==> src/rtl/uart_rx_stream_if.sv <==
// Byte stream carrying received UART data from the receiver to its downstream sink.
interface uart_rx_stream_if;
  logic [7:0] data;
  logic       valid;
  logic       ready;

  modport master (output data, output valid, input ready);
  modport slave  (input data, input valid, output ready);
endinterface

==> src/rtl/uart_rx_stream.sv <==
// Oversampling 8N1 UART receiver presenting bytes on a valid/ready stream.
// Define UART_RX_PARITY_EN to receive a parity bit (sense set by PARITY_ODD).
module uart_rx_stream #(
  parameter int CLK_FREQ   = 100000000,
  parameter int BAUD_RATE  = 115200,
  parameter int OVERSAMPLE = 16,
  parameter int PARITY_ODD = 0
) (
  input  logic             clk,
  input  logic             rst_n,
  input  logic             rxd,
  uart_rx_stream_if.master stream,
  output logic             frame_err,
  output logic             overrun_err,
  output logic             parity_err
);

  localparam int DIV    = CLK_FREQ / (BAUD_RATE * OVERSAMPLE);
  localparam int DIV_W  = (DIV > 1) ? $clog2(DIV) : 1;
  localparam int TCNT_W = $clog2(OVERSAMPLE);

  localparam logic [DIV_W-1:0]  DIV_LAST  = DIV_W'(DIV - 1);
  localparam logic [TCNT_W-1:0] TICK_LAST = TCNT_W'(OVERSAMPLE - 1);
  localparam logic [TCNT_W-1:0] TICK_MID  = TCNT_W'(OVERSAMPLE / 2 - 1);

  if (DIV < 1) begin : g_bad_div
    $fatal(1, "uart_rx_stream: CLK_FREQ / (BAUD_RATE * OVERSAMPLE) must be >= 1");
  end
  if ((OVERSAMPLE < 8) || (OVERSAMPLE % 2 != 0)) begin : g_bad_os
    $fatal(1, "uart_rx_stream: OVERSAMPLE must be even and >= 8");
  end
  if ((PARITY_ODD != 0) && (PARITY_ODD != 1)) begin : g_bad_par
    $fatal(1, "uart_rx_stream: PARITY_ODD must be 0 or 1");
  end

  typedef enum logic [2:0] {
    S_IDLE,
    S_START,
    S_DATA,
`ifdef UART_RX_PARITY_EN
    S_PARITY,
`endif
    S_STOP,
    S_WAIT_HIGH
  } state_t;

  logic              r_sync1;
  logic              r_sync2;
  logic              w_rx_s;
  state_t            r_state;
  state_t            w_state_nxt;
  logic [DIV_W-1:0]  r_div_cnt;
  logic [TCNT_W-1:0] r_tick_cnt;
  logic [2:0]        r_bit_cnt;
  logic [7:0]        r_shift;
  logic              w_tick;
  logic              w_tcnt_mid;
  logic              w_tcnt_last;
  logic              w_tcnt_clr;
  logic              w_shift_en;
  logic              w_commit;
  logic              w_ferr;
  logic [7:0]        r_data;
  logic              r_valid;
  logic              r_frame_err;
  logic              r_overrun_err;

  assign w_rx_s = r_sync2;

  always_ff @(posedge clk or negedge rst_n) begin
    if (!rst_n) begin
      r_sync1 <= 1'b1;
      r_sync2 <= 1'b1;
    end else begin
      r_sync1 <= rxd;
      r_sync2 <= r_sync1;
    end
  end

  // Divider is held clear while idle so the first tick lands DIV clocks after the start edge.
  assign w_tick      = (r_state != S_IDLE) && (r_div_cnt == DIV_LAST);
  assign w_tcnt_mid  = w_tick && (r_tick_cnt == TICK_MID);
  assign w_tcnt_last = w_tick && (r_tick_cnt == TICK_LAST);

  always_ff @(posedge clk or negedge rst_n) begin
    if (!rst_n) begin
      r_div_cnt <= '0;
    end else if ((r_state == S_IDLE) || w_tick) begin
      r_div_cnt <= '0;
    end else begin
      r_div_cnt <= r_div_cnt + DIV_W'(1);
    end
  end

  always_ff @(posedge clk or negedge rst_n) begin
    if (!rst_n) begin
      r_tick_cnt <= '0;
    end else if (w_tcnt_clr) begin
      r_tick_cnt <= '0;
    end else if (w_tick) begin
      r_tick_cnt <= r_tick_cnt + TCNT_W'(1);
    end
  end

`ifdef UART_RX_PARITY_EN
  localparam logic PAR_ODD = (PARITY_ODD != 0);

  logic w_par_sample;
  logic w_par_mismatch;
  logic r_par_bad;
  logic r_parity_err;

  assign w_par_mismatch = w_rx_s ^ (^r_shift) ^ PAR_ODD;

  always_ff @(posedge clk or negedge rst_n) begin
    if (!rst_n) begin
      r_par_bad    <= 1'b0;
      r_parity_err <= 1'b0;
    end else begin
      r_parity_err <= w_par_sample & w_par_mismatch;
      if (r_state == S_IDLE) begin
        r_par_bad <= 1'b0;
      end else if (w_par_sample) begin
        r_par_bad <= w_par_mismatch;
      end
    end
  end

  assign parity_err = r_parity_err;
`else
  assign parity_err = 1'b0;
`endif

  always_ff @(posedge clk or negedge rst_n) begin
    if (!rst_n) begin
      r_state <= S_IDLE;
    end else begin
      r_state <= w_state_nxt;
    end
  end

  always_comb begin
    w_state_nxt = r_state;
    w_tcnt_clr  = 1'b0;
    w_shift_en  = 1'b0;
    w_commit    = 1'b0;
    w_ferr      = 1'b0;
`ifdef UART_RX_PARITY_EN
    w_par_sample = 1'b0;
`endif
    case (r_state)
      S_IDLE: begin
        w_tcnt_clr = 1'b1;
        if (!w_rx_s) begin
          w_state_nxt = S_START;
        end
      end
      S_START: begin
        if (w_tcnt_mid) begin
          w_tcnt_clr  = 1'b1;
          w_state_nxt = w_rx_s ? S_IDLE : S_DATA;
        end
      end
      S_DATA: begin
        if (w_tcnt_last) begin
          w_tcnt_clr = 1'b1;
          w_shift_en = 1'b1;
          if (r_bit_cnt == 3'd7) begin
`ifdef UART_RX_PARITY_EN
            w_state_nxt = S_PARITY;
`else
            w_state_nxt = S_STOP;
`endif
          end
        end
      end
`ifdef UART_RX_PARITY_EN
      S_PARITY: begin
        if (w_tcnt_last) begin
          w_tcnt_clr   = 1'b1;
          w_par_sample = 1'b1;
          w_state_nxt  = S_STOP;
        end
      end
`endif
      S_STOP: begin
        if (w_tcnt_last) begin
          w_tcnt_clr = 1'b1;
          if (w_rx_s) begin
`ifdef UART_RX_PARITY_EN
            w_commit = ~r_par_bad;
`else
            w_commit = 1'b1;
`endif
            w_state_nxt = S_IDLE;
          end else begin
            w_ferr      = 1'b1;
            w_state_nxt = S_WAIT_HIGH;
          end
        end
      end
      S_WAIT_HIGH: begin
        if (w_rx_s) begin
          w_state_nxt = S_IDLE;
        end
      end
      default: begin
        w_state_nxt = S_IDLE;
      end
    endcase
  end

  always_ff @(posedge clk or negedge rst_n) begin
    if (!rst_n) begin
      r_bit_cnt <= '0;
      r_shift   <= '0;
    end else begin
      if (r_state == S_IDLE) begin
        r_bit_cnt <= '0;
      end else if (w_shift_en) begin
        r_bit_cnt <= r_bit_cnt + 3'd1;
      end
      if (w_shift_en) begin
        r_shift <= {w_rx_s, r_shift[7:1]};
      end
    end
  end

  // A commit coinciding with a handshake refills the holding register instead of overrunning.
  always_ff @(posedge clk or negedge rst_n) begin
    if (!rst_n) begin
      r_data        <= '0;
      r_valid       <= 1'b0;
      r_frame_err   <= 1'b0;
      r_overrun_err <= 1'b0;
    end else begin
      r_frame_err   <= w_ferr;
      r_overrun_err <= w_commit & r_valid & ~stream.ready;
      if (w_commit && (!r_valid || stream.ready)) begin
        r_data  <= r_shift;
        r_valid <= 1'b1;
      end else if (r_valid && stream.ready) begin
        r_valid <= 1'b0;
      end
    end
  end

  assign stream.data  = r_data;
  assign stream.valid = r_valid;
  assign frame_err    = r_frame_err;
  assign overrun_err  = r_overrun_err;

endmodule

==> src/flat_wrapper.sv <==
// flat-port wrapper written by rule: the top's interface ports become plain ports
module uart_rx_stream_flat 
#(
  parameter int CLK_FREQ   = 100000000,
  parameter int BAUD_RATE  = 115200,
  parameter int OVERSAMPLE = 16,
  parameter int PARITY_ODD = 0
)
  (clk, rst_n, rxd, frame_err, overrun_err, parity_err, stream_data, stream_valid, stream_ready);
  uart_rx_stream_if stream_i ();
  input  logic clk;
  input  logic rst_n;
  input  logic rxd;
  output logic frame_err;
  output logic overrun_err;
  output logic parity_err;
  output wire logic [$bits(stream_i.data)-1:0] stream_data;
  output wire logic [$bits(stream_i.valid)-1:0] stream_valid;
  input wire logic [$bits(stream_i.ready)-1:0] stream_ready;
  assign stream_data = stream_i.data;
  assign stream_valid = stream_i.valid;
  assign stream_i.ready = stream_ready;
  uart_rx_stream #(.CLK_FREQ(CLK_FREQ), .BAUD_RATE(BAUD_RATE), .OVERSAMPLE(OVERSAMPLE), .PARITY_ODD(PARITY_ODD)) u_core (.clk(clk), .rst_n(rst_n), .rxd(rxd), .stream(stream_i), .frame_err(frame_err), .overrun_err(overrun_err), .parity_err(parity_err));
endmodule
==> config.mk <==
export PLATFORM = sky130hd
export DESIGN_NAME = uart_rx_stream_flat
export DESIGN_NICKNAME = d
export VERILOG_FILES = /design/src/rtl/uart_rx_stream_if.sv /design/src/rtl/uart_rx_stream.sv /design/src/flat_wrapper.sv
export SDC_FILE = /design/constraint.sdc
export NUM_CORES = 1
export LEC_CHECK = 0
export ABC_AREA = 1
export CAP_MARGIN = 30
export CORE_MARGIN = 4
export CORE_UTILIZATION = 40
export CTS_BUF_LIST = sky130_fd_sc_hd__clkbuf_4
export CTS_CLUSTER_DIAMETER = 50
export DETAILED_ROUTE_END_ITERATION = 7
export GPL_TIMING_DRIVEN = 1
export PLACE_DENSITY = 0.66
export SYNTH_ARGS = -nofsm -noshare
export SYNTH_HDL_FRONTEND = slang
export SYNTH_SLANG_ARGS = --single-unit
==> constraint.sdc <==
create_clock -name clk -period 4.9 [get_ports clk]
set_input_delay 1.47 -clock clk [delete_from_list [all_inputs] [get_ports clk]]
set_output_delay 1.47 -clock clk [all_outputs]
set_load 0.02 [all_outputs]
==> metrics, run 1 <==
status=finished, final reports clean; Unique masters post-synth=32; Total GRT Usage=12.3%; Port Buf Inserts=14; fin crit period=2800 ps; P_int=0.467 mW; Crit-path slowest cell=clkdlybuf4s50_1; CTS resizes=0; critical path cell sequence=clkdlybuf4s50_1; Worst EP arrival=1330 ps; # DRC=0; DRT antenna net count=0; Clock Skew=15.3 ps; vias post-DR=1202; Routed Wire Length=2750 µm; CP endpoint kind=output port; area of the mapped netlist=1670 µm²; Root Driver=clkbuf_4; share of cells above drive strength 1=8.91%; area added between synthesis and finish=17.0%; Clock Sinks=37; RSZ-0062 raised after global routing=false; Post-synth EDFFs=0; register area share after synthesis=55.7%; dpl ws=2250 ps; synthesized area per cell=9.11 µm²; hold slack=364 ps; final core occ=48.4%; initial antenna violation count=0; latest clock arrival within the worst-skew pair=340 ps; worst r2r path cells=8; Simple-Gate Fraction of Synth Area=29.3%; CTS tree=built; hold_buf cts=0; FF+latch area=928 µm²; Clock Pin Slew Worst Setup and Hold Paths=120 ps; largest net degree at the start of global routing=38; # fillers=407; htree depth=2; top-count cell post-synth=nand2_1; Top FF cell, synth=dfrtp_1; flop2flop setup slack=2870 ps; setup bufs post-CTS=0; Placer Congestion=0.834; Synth Area in XOR/XNOR=2.10%; # Max-Cap Violations=0; Yosys warnings=0; row count=23; synth cell count leaders=59 x nand2_1, 35 x dfrtp_1, 16 x nor2_1; Final WS setup=2100 ps; post-synth top area cell=dfrtp_1; GRT Residual Overflow=0; post-synthesis adder-cell area fraction=3.75%; combinational power share=1.6%; first-pass detailed-route iteration total=4; Bufs and invs on worst path=1; Largest delay share family, worst path=buffers and inverters; num ports=16; Syn Nets=192; leading post-synthesis cells by cell area=dfrtp_1 53%, nand2_1 13%, nand3_1 4.2%; Non-Filler Instances=252; Sw Share=18.8%; Levels on crit path=1; Async SR Flop Fraction=100%; dpl cell area=1850 µm²; area taken by multi-input logic gates=671 µm²; Setup violations, final=0; Layout Nets=210; Sw Pwr=0.108 mW; Die Area=5270 µm²; reg-to-reg critical path endpoint=u_core.r_bit_cnt[0]; Initial DRC Count=48; Bufs on Longest Clock Path=2; final setup TNS=0 ps; placed insts=244; Worst Hold Class=reg -> reg; Tcrit/Tclk final=57.1%; first-pass GRT wire length=4980 µm; mux cell area share after synthesis=0%; critical path endpoint=stream_data[3]; P_leak=0.950 nW; pins over their slew limit=0; drt wl/cell=10.9 µm; Initial Util=41.4%; Vias/cell=4.77; Core Area=4030 µm²; Critical Path RT=3430 ps; CP max stage delay=610 ps; number of diodes=0; largest family of logic cells by synthesized area=simple AND/OR/NAND/NOR gates; Max transition margin=47.6%; Post-DP HPWL=2020 µm; worst vdd ir=0.126 mV; pwr dens=294 nW/µm²; design area=1950 µm²; Worst R2R Start=u_core.r_div_cnt[1]; share of the synthesized area in the top cell type=52.5%; Fin. Hold Viols=0; Max Freq=358 MHz; clock share of power=44.9%; Synth Area in Compound Gates=4.80%; number of CTS-inserted buffers=5; worst-margin pin slew=786 ps; DIE WIDTH=72.6 µm; chip height=72.6 µm; CP Class=reg -> out; CP startpoint=u_core.stream.data[3]; Flop pwr share=53.5%; Design Power=0.575 mW; Critical Path Start Type=flop; Post-Synthesis Cells=183; vias in the first global route=1142; #FFs+latches synth=37; CP Max Fanout=2
cell type report:
| type | instances | share of cell area [%] |
|---|---|---|
| sequential | 37 | 47.6 |
| multi-input combinational | 129 | 34.4 |
| timing repair buffer | 14 | 6.92 |
| clock inverter | 3 | 3.33 |
| tap | 50 | 3.21 |
| inverter | 14 | 2.69 |
| clock buffer | 5 | 1.92 |
logic make-up (layout without fill, tap and decap cells):
logic type	count (synthesis)	in the layout
fa+ha+maj	5	5
flops	37	37
simple gates	105	105
xor+xnor	4	4
other cells	1	1
compound gates	14	14
buf+inv	17	36
layout by cell type, fill, tap and decap left out, types with 3 or more instances in the layout:
master           Yosys  final
a21oi_1              4      4
clkbuf_4             0      5
clkdlybuf4s50_1      0     13
dfrtp_1             35     35
ha_1                 5      5
inv_1               14     14
nand2_1             59     59
nand3_1             14     14
nor2_1              16     16
nor3_1               3      3
o21ai_0              5      5
power by group through the flow:
stage          Clock [mW]  Combinational (mW)  Sequential, mW
2_1_floorplan           0             0.00240           0.313
3_3_place_gp            0             0.00995           0.313
3_5_place_dp            0              0.0100           0.313
4_1_cts             0.265              0.0101           0.307
5_1_grt             0.280              0.0112           0.308
6_report            0.258             0.00936           0.307
sequential cells by signal (all words and copies together) (netlist names):
| register | count |
|---|---|
| u_core.r_shift | 8 |
| u_core.stream.data | 8 |
| u_core.r_div_cnt | 6 |
| u_core.r_tick_cnt | 4 |
| u_core.r_bit_cnt | 3 |
| u_core.r_state | 3 |
| u_core.frame_err | 1 |
| u_core.overrun_err | 1 |
| u_core.r_sync1 | 1 |
| u_core.r_sync2 | 1 |
| u_core.stream.valid | 1 |
metal layers:
| layer | wire, µm | global-route usage, % | vias up |
|---|---|---|---|
| li1 | - | - | 627 |
| met1 | 1340 | 15.6 | 551 |
| met2 | 1230 | 19.0 | 17 |
| met3 | 93 | 2.89 | 7 |
| met4 | 84 | 7.38 | 0 |
| met5 | 0 | 0 | - |
worst min path at each step:
stage               cells after the start        endpoint           start
floorplan                               0  u_core.r_sync2  u_core.r_sync1
global placement                        0  u_core.r_sync2  u_core.r_sync1
detailed placement                      0  u_core.r_sync2  u_core.r_sync1
CTS                                     0  u_core.r_sync2  u_core.r_sync1
global route                            0  u_core.r_sync2  u_core.r_sync1
finish                                  0  u_core.r_sync2  u_core.r_sync1
No activity file was read; power rests on OpenSTA's default activity.
==> run 2, diff against run 1 <==
==> constraint.sdc (replaced) <==
create_clock -name clk -period 2.8 [get_ports clk]
set_input_delay 0.84 -clock clk [delete_from_list [all_inputs] [get_ports clk]]
set_output_delay 0.84 -clock clk [all_outputs]
set_load 0.02 [all_outputs]
==> run 2 against run 1 <==
Against the previous run:
- combinational power up 77%
- setup slack got worse by 1500 ps
- flip-flop and latch count unchanged
- highest routed layer unchanged
- worst hold slack worse by 2.2 ps
- total power up 62%
- cell count increased by 0.40%
- clock power grew 46%
- critical endpoint is now stream_data[0]
- register-to-register slack lost 1900 ps
- non-clock buffer count is 1 higher
==> metrics, run 2 (synthesis results as in run 1) <==
status=finished, final reports clean; Hold Path End=u_core.r_sync2; Die Area=5270 µm² (unchanged); share of cells above drive strength 1=9.36% (+0.45 points); worst r2r path cells=9 (+1); initial antenna violation count=0 (unchanged); commonest non-fill, non-tap cells in the layout=59 x nand2_1, 35 x dfrtp_1, 16 x nor2_1; CTS resizes=0 (unchanged); Largest delay share family, worst path=buffers and inverters; Critical Path RT=1960 ps (-1470 ps); htree depth=2 (unchanged); global routing usage on met1=16.5% (+0.84 points); Total GRT Usage=12.4% (+0.047 points); number of diodes=0 (unchanged); final setup TNS=0 ps (unchanged); Crit-path slowest cell=clkdlybuf4s50_1; Post-DP HPWL=2000 µm (-1.1%); dpl cell area=1860 µm² (+0.41%); DRT antenna net count=0 (unchanged); Design Power=0.931 mW (+62%); Initial DRC Count=67 (+40%); Sw Share=21.7% (+2.9 points); pins over their slew limit=0 (unchanged); critical path cell sequence=clkdlybuf4s50_1; largest net degree at the start of global routing=38 (unchanged); Vias/cell=4.67 (-2.1%); Non-Filler Instances=253 (+0.40%); most common cell after layout, fill and taps aside=nand2_1; design area=1940 µm² (-0.58%); num ports=16 (unchanged); first-pass GRT wire length=5030 µm (+0.98%); drt wl/cell=11.2 µm (+2.6%); RSZ-0062 raised after global routing=false; CP endpoint kind=output port; worst-margin pin slew=802 ps (+16.3 ps); worst vdd ir=0.293 mV (+130%); Clock Skew=12.8 ps (-2.52 ps); Worst EP arrival=1330 ps (about the same); final core occ=48.2% (-0.28 points); reg-to-reg critical path endpoint=u_core.r_bit_cnt[0]; clock share of power=40.4% (-4.5 points); Initial Util=41.4% (unchanged); P_leak=0.942 nW (-0.88%); Sw Pwr=0.202 mW (+87%); Worst Hold Class=reg -> reg; Max transition margin=46.5% (-1.1 points); Fin. Hold Viols=0 (unchanged); DIE WIDTH=72.6 µm (unchanged); vias in the first global route=1127 (-1.3%); vias post-DR=1181 (-1.7%); combinational power share=1.8% (+0.2 points); Port Buf Inserts=14 (unchanged); Routed Wire Length=2830 µm (+3.0%); # Max-Cap Violations=0 (unchanged); CP Class=reg -> out; Setup violations, final=0 (unchanged); fin crit period=2170 ps; latest clock arrival within the worst-skew pair=340 ps (about the same); Worst R2R Start=u_core.r_div_cnt[1]; Bufs on Longest Clock Path=2 (unchanged); pwr dens=480 nW/µm² (+63%); Root Driver=clkbuf_4; Layout Nets=211 (+0.48%); Hold Path Stages=0 (unchanged); area added between synthesis and finish=16.4%; Tcrit/Tclk final=77.4%; setup bufs post-CTS=0 (unchanged); CP Max Fanout=2 (unchanged); CP max stage delay=600 ps (about the same); # DRC=0 (unchanged); Levels on crit path=1 (unchanged); placed insts=245 (+0.41%); CTS tree=built; GRT Residual Overflow=0 (unchanged); Placer Congestion=0.839 (+0.58%); first-pass detailed-route iteration total=4 (unchanged); Critical Path Start Type=flop; chip height=72.6 µm (unchanged); row count=23 (unchanged); Max Freq=461 MHz; met2 GRT Util=18.8% (-0.20 points); met3 usage=3.31% (+0.41 points); number of CTS-inserted buffers=5 (unchanged); critical hold path startpoint=u_core.r_sync1; flop2flop setup slack=940 ps (-1930 ps); Flop pwr share=57.8% (+4.3 points); Clock Pin Slew Worst Setup and Hold Paths=130 ps (about the same); busiest grt layer=met2; P_int=0.729 mW (+56%); Bufs and invs on worst path=1 (unchanged); Clock Sinks=37 (unchanged); hold_buf cts=0 (unchanged); Core Area=4030 µm² (unchanged)
[run 2: changes by cell type in the layout (fill, tap and decap cells not counted)]
cell        delta
buf_4          +1
bufinv_16      -1
clkinv_2       -1
clkinv_4       +1
clkinvlp_4     +1
[run 2: through the flow]
stage,hold WS (ps),setup slack [ps]
2_1_floorplan,345,1210
3_3_place_gp,345,813
3_5_place_dp,347,793
4_1_cts,363,600
5_1_grt,366,562
6_report,362,633
[run 2: how the worst max path moves through the flow]
stage,from,endpoint,slack (ps)
2_1_floorplan,u_core.r_div_cnt[1],u_core.stream.data[0],1210
6_report,u_core.stream.data[0],stream_data[0],630
3_3_place_gp,stream_ready,u_core.stream.data[4],810
5_1_grt,u_core.stream.data[2],stream_data[2],560
4_1_cts,u_core.stream.data[7],stream_data[7],600
3_5_place_dp,stream_ready,u_core.stream.data[5],790
[run 2: per-layer routing]
metal	wire length, µm	vias to the layer above	part of all wire [%]
li1	-	628	-
met1	1440	529	51
met2	1240	18	44
met3	92	6	3.2
met4	63	0	2.2
met5	0	-	0
[run 2: layout make-up]
type | instances | area [µm²]
Multi-Input combinational cell | 129 | 671
Clock buffer | 5 | 37.5
Tap cell | 50 | 62.6
Timing Repair Buffer | 15 | 143
Clock inverter | 3 | 46.3
Inverter | 14 | 52.6
Sequential cell | 37 | 928
Fill cell | 410 | 2090
[run 2: power groups by stage]
stage	Combinational [mW]	Sequential [mW]	Clock, mW
floorplan	0.00420	0.548	0
global placement	0.0174	0.548	0
detailed placement	0.0177	0.548	0
CTS	0.0177	0.538	0.392
global route	0.0197	0.539	0.418
finish	0.0166	0.538	0.376
